[src/rtl/hazard_detect_unit_pkg.sv]
// hazard_detect_unit_pkg: shared pipeline encodings and instruction field helpers
package hazard_detect_unit_pkg;
  typedef enum logic [1:0] {RUN = 2'd0, STALL = 2'd1, HALTED = 2'd2} state_t;
  localparam int RD_HI = 11;
  localparam int RS_HI = 7;
  localparam int RT_HI = 3;
  localparam logic [3:0] REG_ZERO = 4'b0000;
  function automatic logic [3:0] field(input logic [15:0] inst, input int hi);
    return inst[hi -: 4];
  endfunction
endpackage

[src/rtl/sat_counter.sv]
// sat_counter: saturating up-counter for performance monitoring
module sat_counter #(
  parameter int W = 16
) (
  input  logic         clk,
  input  logic         rst_n,
  input  logic         inc,
  output logic [W-1:0] count
);
  always_ff @(posedge clk or negedge rst_n)
    if (!rst_n) count <= '0;
    else if (inc && count != '1) count <= count + 1'b1;
endmodule

[src/rtl/hazard_detect_unit.sv]
// hazard_detect_unit: ID-stage load-use stall, branch flush and halt control
module hazard_detect_unit
  import hazard_detect_unit_pkg::*;
#(
  parameter int LOAD_USE_STALLS = 1,
  parameter int CNT_W = 16
) (
  input  logic             clk,
  input  logic             rst_n,
  input  logic [15:0]      inst_ifid,
  input  logic             uses_rs_id,
  input  logic             uses_rt_id,
  input  logic             uses_rd_id,
  input  logic [3:0]       rf_waddr_idex,
  input  logic             mem_read_idex,
  input  logic             branch_taken_ex,
  input  logic             halt_id,
  input  logic             resume,
  output logic             pc_wen,
  output logic             ifid_wen,
  output logic             ifid_flush,
  output logic             idex_bubble,
  output logic             halted,
  output logic [CNT_W-1:0] stall_cycles
);
  localparam logic [3:0] STALL_INIT = 4'(LOAD_USE_STALLS - 1);
  state_t state;
  logic [3:0] rem;
  logic lu, redirect, hold;
  always_comb begin
    lu = mem_read_idex && rf_waddr_idex != REG_ZERO &&
         ((uses_rs_id && field(inst_ifid, RS_HI) == rf_waddr_idex) ||
          (uses_rt_id && field(inst_ifid, RT_HI) == rf_waddr_idex) ||
          (uses_rd_id && field(inst_ifid, RD_HI) == rf_waddr_idex));
    redirect = branch_taken_ex && state != HALTED;
    // a taken branch overrides any stall; HALTED and STALL freeze regardless of lu
    hold = !redirect && (state != RUN || lu);
    pc_wen = !hold;
    ifid_wen = !hold;
    ifid_flush = redirect;
    idex_bubble = redirect || hold;
    halted = state == HALTED;
  end
  always_ff @(posedge clk or negedge rst_n)
    if (!rst_n) begin
      state <= RUN;
      rem <= '0;
    end else begin
      case (state)
        RUN:
          if (!branch_taken_ex) begin
            if (lu) begin
              if (LOAD_USE_STALLS > 1) begin
                state <= STALL;
                rem <= STALL_INIT;
              end
            end else if (halt_id) state <= HALTED;
          end
        STALL:
          if (branch_taken_ex) begin
            state <= RUN;
            rem <= '0;
          end else begin
            rem <= rem - 1'b1;
            if (rem == 4'd1) state <= RUN;
          end
        HALTED: if (resume) state <= RUN;
        default: state <= RUN;
      endcase
    end
  sat_counter #(.W(CNT_W)) u_stall_cnt (
    .clk(clk),
    .rst_n(rst_n),
    .inc(!pc_wen),
    .count(stall_cycles)
  );
endmodule

[config.mk]
export PLATFORM = sky130hd
export DESIGN_NAME = hazard_detect_unit
export DESIGN_NICKNAME = d
export VERILOG_FILES = /design/src/rtl/hazard_detect_unit_pkg.sv /design/src/rtl/sat_counter.sv /design/src/rtl/hazard_detect_unit.sv
export SDC_FILE = /design/constraint.sdc
export NUM_CORES = 1
export LEC_CHECK = 0
export BUFFER_PORTS_ARGS = -buffer_cell sky130_fd_sc_hd__buf_4
export CAP_MARGIN = 20
export CORE_MARGIN = 8
export CORE_UTILIZATION = 41
export CTS_CLUSTER_DIAMETER = 200
export DETAILED_ROUTE_END_ITERATION = 7
export GPL_TIMING_DRIVEN = 0
export PLACE_DENSITY = 0.75
export RECOVER_POWER = 50
export SYNTH_ARGS = -nofsm -noshare
export SYNTH_HDL_FRONTEND = slang
export SYNTH_SLANG_ARGS = --single-unit
[constraint.sdc]
create_clock -name clk -period 1.8 [get_ports clk]
set_input_delay 0.09 -clock clk [delete_from_list [all_inputs] [get_ports clk]]
set_output_delay 0.09 -clock clk [all_outputs]
set_load 0.02 [all_outputs]
==> flow_metrics.tcl, run 1 <==
set metrics [dict create \
    min_period_over_period 0.967 \
    route.detailed.drc 0 \
    avgSynthCellArea_um2 10.4 \
    fp.dieW_um 66.3 \
    clk_pin_slew_ns 0.10 \
    wl_mm 2.82 \
    grt_overflow 0 \
    grt_max_degree 18 \
    synth_edf_count 0 \
    skew_ns 0.00263 \
    max_slew_margin 0.368 \
    num_vias 956 \
    hpwl_mm 2.19 \
    pin_count 50 \
    finalSetupViolCount 0 \
    power_density_nw_per_um2 848 \
    final.setup.tns_ns 0 \
    ant_nets 0 \
    grt_pass1_wl_mm 4.61 \
    start_kind "flop" \
    ys_ff_latch 17 \
    core.rowCount 18 \
    cp_data_arrival_time_ns 1.93 \
    hold_violations 0 \
    wl_per_cell_um 15.3 \
    first_global_vias 1010 \
    syn_inst 100 \
    drive_above_1_share 0.442 \
    diodes 0 \
    clock-sinks 17 \
    peakVddDrop_uv 862 \
    fp.dieH_um 66.3 \
    yosysUniqueCellTypes 28 \
    viasPerCell 5.20 \
    crit_chain "ha_2 -> and3_4 -> and3_4 -> nand3_2 -> o21a_4 -> buf_8 -> nand4_1 -> xnor2_1" \
    coreArea_um2 2430 \
    synth_top_area_share 0.410 \
    path_class "reg -> reg" \
    yosys.area.top_type "dfrtp_1" \
    initial_core_util 0.426 \
    cts_tree "yes" \
    syn_area_um2 1040 \
    port_buffers 45 \
    clkLatencyLatePin_ns 0.29 \
    htreeDepth 1 \
    crit_fanout 10 \
    clockBufferDepth 2 \
    synth_flop_cell "dfrtp_1" \
    syn_nets 130 \
    outcome "complete, no violations" \
    crit_path_end_kind "flop" \
    cts_buffers 3 \
    worstPathRequired_ns 1.99 \
    ys_seq_area_frac 0.410 \
    yosysWarnings 0 \
    tightest_slew_ns 0.947 \
    drtIter0Drc 11 \
    drv_cap 0 \
    first_pass_iters 4 \
    synth.area.top_cells "dfrtp_1, xnor2_1, and3_1" \
    gp_congestion 0.868 \
    syn2layout_area_growth_pct 45.2 \
    leakagePower_nw 0.695 \
    hp-class "in -> reg" \
    report.power.total_mw 1.28 \
    critPathMaxStageDelay_ns 0.44 \
    fin_nets 185 \
    fill_cells 219 \
    clock-root-buffer "clkbuf_4" \
    grt_use_total 0.131 \
    slowest_stage "dfrtp_2" \
    cpMostUsedCell "and3_4" \
    dieArea_um2 4400 \
    fin_crit_ns 1.74 \
    clock.fmax_mhz 574 \
    antenna_found_initial 0 \
    drv_slew 0 \
    synthArstFlopShare 1.00 \
]
==> Yosys cell counts (2+ instances only) <==
master,number
inv_1,3
nand4_1,7
and3_1,7
nor2_1,4
dfrtp_1,17
xor2_1,4
nand2_1,7
clkbuf_1,2
xnor2_1,22
and2_1,2
o22ai_1,2
nand3_1,5
and4_1,2
mux2_2,2
==> critical path, delay by kind of cell (launching register included) <==
family                   cells  cell delay [ns]
AO/OA/AOI/OAI                1             0.15
flip-flops                   1             0.44
XOR/XNOR                     1             0.16
adder cells (fa/ha/maj)      1             0.19
buffers and inverters        1             0.13
AND/OR/NAND/NOR              4             0.56
==> timing repair <==
| action | 4_1_cts | 5_1_grt |
|---|---|---|
| resized for setup | 2 | 1 |
| setup buffers | 0 | 4 |
| setup endpoints to repair | 10 | 3 |
| pin swaps | 0 | 1 |
| hold buffers | 2 | 0 |
| gates cloned | 0 | 0 |
| endpoints found under the hold margin | 18 | 0 |
==> layout make-up <==
cell class / instances / area, um^2 / share of cell area
flip-flops and latches: 17 / 428 / 0.284
multi-input cells: 76 / 592 / 0.393
clock inverters: 1 / 5.00 / 0.00332
clock buffers: 3 / 22.5 / 0.0150
inverters: 3 / 11.3 / 0.00748
well taps: 30 / 37.5 / 0.0249
plain buffers: 3 / 26.3 / 0.0174
repair buffers: 51 / 384 / 0.255
==> worst paths after layout <==
path	to	slack, ns	from	cells after the start
setup reg to reg	u_stall_cnt.count[9]	0.06	u_stall_cnt.count[1]	8
hold / removal	state[1]	0.04	halt_id	3
min in group asynchronous	u_stall_cnt.count[14]	0.46	rst_n	2
setup / recovery	u_stall_cnt.count[9]	0.06	u_stall_cnt.count[1]	8
max in group asynchronous	u_stall_cnt.count[0]	0.70	rst_n	2
hold reg to reg	u_stall_cnt.count[9]	0.49	u_stall_cnt.count[9]	1
==> flip-flops by register name, summed over array words and instances (netlist names) <==
name / count
u_stall_cnt.count: 16
state: 1
==> layer usage <==
| layer | up-vias | share of wire | GRT usage |
|---|---|---|---|
| li1 | 460 | - | - |
| met1 | 454 | 0.45 | 0.158 |
| met2 | 36 | 0.46 | 0.211 |
| met3 | 6 | 0.075 | 0.0373 |
| met4 | 0 | 0.018 | 0.0587 |
| met5 | - | 0 | 0 |
==> report_power, final <==
part / total [mW] / switching [mW] / internal, mW
registers: 0.532 / 0.0799 / 0.452
logic: 0.540 / 0.255 / 0.286
clock network: 0.204 / 0.122 / 0.0827
total: 1.28 / 0.456 / 0.821
==> placed cells by master (no fill, tap or decap) <==
cell type,netlist,layout
a21oi_1,1,1
a31o_2,1,1
and2_1,2,2
and3_1,7,5
and3_4,0,2
and4_1,2,2
buf_4,1,49
buf_8,0,1
clkbuf_1,2,2
clkbuf_4,0,3
clkinv_2,0,1
dfrtp_1,17,15
dfrtp_2,0,2
dlygate4sd3_1,0,2
ha_2,0,1
inv_1,3,3
mux2_2,2,2
nand2_1,7,7
nand2b_1,1,1
nand3_1,5,4
nand3_2,0,1
nand4_1,7,7
nor2_1,4,4
nor2b_1,1,1
nor3_1,1,1
o21a_4,1,1
o21ai_0,1,1
o22ai_1,2,2
o32ai_4,1,1
o41ai_2,1,1
or2_2,1,1
or4b_4,1,1
xnor2_1,22,22
xor2_1,4,4
==> metrics by stage <==
step / instances / setup WS (ns) / utilization / area [um^2] / hold WS [ns]
3_3_place_gp: 175 / -0.0614 / 0.587 / 1430 / -0.0373
5_1_grt: 184 / -0.00115 / 0.619 / 1510 / 0.0584
4_1_cts: 180 / 0.0357 / 0.607 / 1480 / 0.0365
2_1_floorplan: 100 / -0.0144 / - / 1050 / -0.206
6_report: 184 / 0.0592 / 0.619 / 1510 / 0.0430
3_5_place_dp: 175 / -0.0893 / 0.587 / 1430 / -0.0324
==> cells by family (layout without fill, tap and decap cells) <==
group	Yosys count	count (layout)	share of synthesized area
AND/OR/NAND/NOR	39	39	0.214
adder cells (fa/ha/maj)	1	1	0.0121
AO/OA/AOI/OAI	8	8	0.0868
XOR/XNOR	26	26	0.220
multiplexers	2	2	0.0217
buffers and inverters	7	61	0.0362
flip-flops	17	17	0.410
Power figures use the tool's default switching activity.
==> inputs of run 2 (changes only) <==
- CORE_MARGIN: 8 -> 1
==> run 2 against run 1 <==
  * Worst setup slack gained 0.012 ns
  * Count of clock-buffer cells in the layout grew 1
  * Final area shrank 4.7%
  * Critical path depth shrank 2
  * Sequential power shrank 2%
  * Register-to-register slack is essentially flat
  * Via count shrank 3.8%
  * Clock skew grew 0.0031 ns
  * Flip-flop and latch count is the same
  * Fmax grew 0.68%
  * Clock power grew 2%
  * Die area shrank 38%
  * Largest cell class unchanged
==> flow_metrics.tcl, run 2 (synthesis gave the netlist of run 1 again) <==
set metrics [dict create \
    outcome "complete, no violations" \
    crit_fanout 15 \
    fill_cells 216 \
    worstPathRequired_ns 1.98 \
    largest_register_ffs 16 \
    htreeDepth 1 \
    path_class "reg -> reg" \
    grt_pass1_wl_mm 4.00 \
    power_density_nw_per_um2 852 \
    hold_violations 0 \
    final.setup.tns_ns 0 \
    clk_pin_slew_ns 0.10 \
    first_global_vias 934 \
    reg_top3 "u_stall_cnt.count (16), state (1)" \
    finalSetupViolCount 0 \
    cts_tree "yes" \
    drive_above_1_share 0.364 \
    leakagePower_nw 0.632 \
    fin_crit_ns 1.73 \
    grt_use_total 0.200 \
    rsz0062_at_grt "no" \
    cp_data_arrival_time_ns 1.91 \
    hp-class "in -> reg" \
    drv_cap 0 \
    fp.dieH_um 52.3 \
    clockBufferDepth 2 \
    first_pass_iters 4 \
    peakVddDrop_uv 863 \
    drtIter0Drc 14 \
    drv_slew 0 \
    tightest_slew_ns 0.906 \
    num_vias 920 \
    fin_nets 182 \
    start_kind "flop" \
    skew_ns 0.00570 \
    wl_per_cell_um 13.4 \
    setup_slack_ns 0.0709 \
    wl_mm 2.40 \
    max_slew_margin 0.396 \
    grt_max_degree 18 \
    gp_congestion 0.711 \
    crit_path_end_kind "flop" \
    pin_count 50 \
    fp.dieW_um 52.3 \
    hpwl_mm 1.84 \
    coreArea_um2 2300 \
    dieArea_um2 2730 \
    antenna_found_initial 0 \
    clock-root-buffer "clkbuf_4" \
    core.rowCount 17 \
    final_common_cell "buf_4" \
    ant_nets 0 \
    largest-register "u_stall_cnt.count" \
    cts_buffers 3 \
    clock-sinks 17 \
    syn2layout_area_growth_pct 38.5 \
    diodes 0 \
    viasPerCell 5.14 \
    initial_core_util 0.452 \
    clkLatencyLatePin_ns 0.29 \
    port_buffers 45 \
    min_period_over_period 0.961 \
    worst_hold_slack_ns 0.0528 \
    clock.fmax_mhz 578 \
    report.power.total_mw 1.22 \
    route.detailed.drc 0 \
    grt_overflow 0 \
    final_cell_mix "buf_4, xnor2_1, dfrtp_1" \
    place_ws_ns -0.0835 \
]
run 2: cell count changes in the layout (fill, tap and decap cells not counted), sizes merged:
cell / before / now
clkbuf: 5 / 16
buf: 50 / 37
clkinv: 1 / 0
run 2: timing repair:
action | CTS | global route
setup endpoints to repair | 10 | 3
setup buffers | 0 | 2
hold endpoints to repair | 18 | 0
resized for setup | 2 | 1
gates cloned | 0 | 0
pin swaps | 0 | 2
hold buffers | 2 | 0
run 2: worst paths after layout:
path / from / slack [ns] / cells after the start / to
hold / removal: halt_id / 0.05 / 3 / state[1]
max in group asynchronous: rst_n / 0.75 / 2 / u_stall_cnt.count[0]
setup / recovery: u_stall_cnt.count[1] / 0.07 / 6 / u_stall_cnt.count[1]
min in group asynchronous: rst_n / 0.43 / 2 / u_stall_cnt.count[6]
hold reg to reg: u_stall_cnt.count[15] / 0.49 / 1 / u_stall_cnt.count[15]
setup reg to reg: u_stall_cnt.count[1] / 0.07 / 6 / u_stall_cnt.count[1]
run 2: cell type report:
cell class | instances | area [um^2] | share of cell area
Tap cell | 28 | 35.0 | 0.0244
Sequential cell | 17 | 429 | 0.299
Buffer | 2 | 11.3 | 0.00784
Timing Repair Buffer | 49 | 332 | 0.231
Clock buffer | 4 | 26.3 | 0.0183
Multi-Input combinational cell | 76 | 592 | 0.412
Inverter | 3 | 11.3 | 0.00784
run 2: layer usage:
layer / track usage / vias to the layer above / share of wire
met2: 0.323 / 29 / 0.48
li1: - / 452 / -
met5: 0 / - / 0
met4: 0.0921 / 0 / 0.018
met1: 0.261 / 434 / 0.45
met3: 0.0290 / 5 / 0.052
run 2: worst max-delay path, cell delays in order (launching register included):
cell	delay, ns
dfrtp_2	0.42
ha_2	0.18
and3_4	0.17
and3_4	0.20
nand3_2	0.07
o21a_4	0.22
mux2_2	0.35
run 2: per-stage QoR:
step                utilization  instances  cell area [um^2]
finish                    0.625        179              1440
global route              0.625        179              1440
CTS                       0.641        178              1470
detailed placement        0.621        173              1430
global placement          0.621        173              1430
floorplan                     -        100              1050
run 2: power breakdown:
group | switching (mW) | internal (mW)
Clock | 0.123 | 0.0863
Sequential | 0.0723 | 0.452
Combinational | 0.248 | 0.243
Total | 0.443 | 0.781
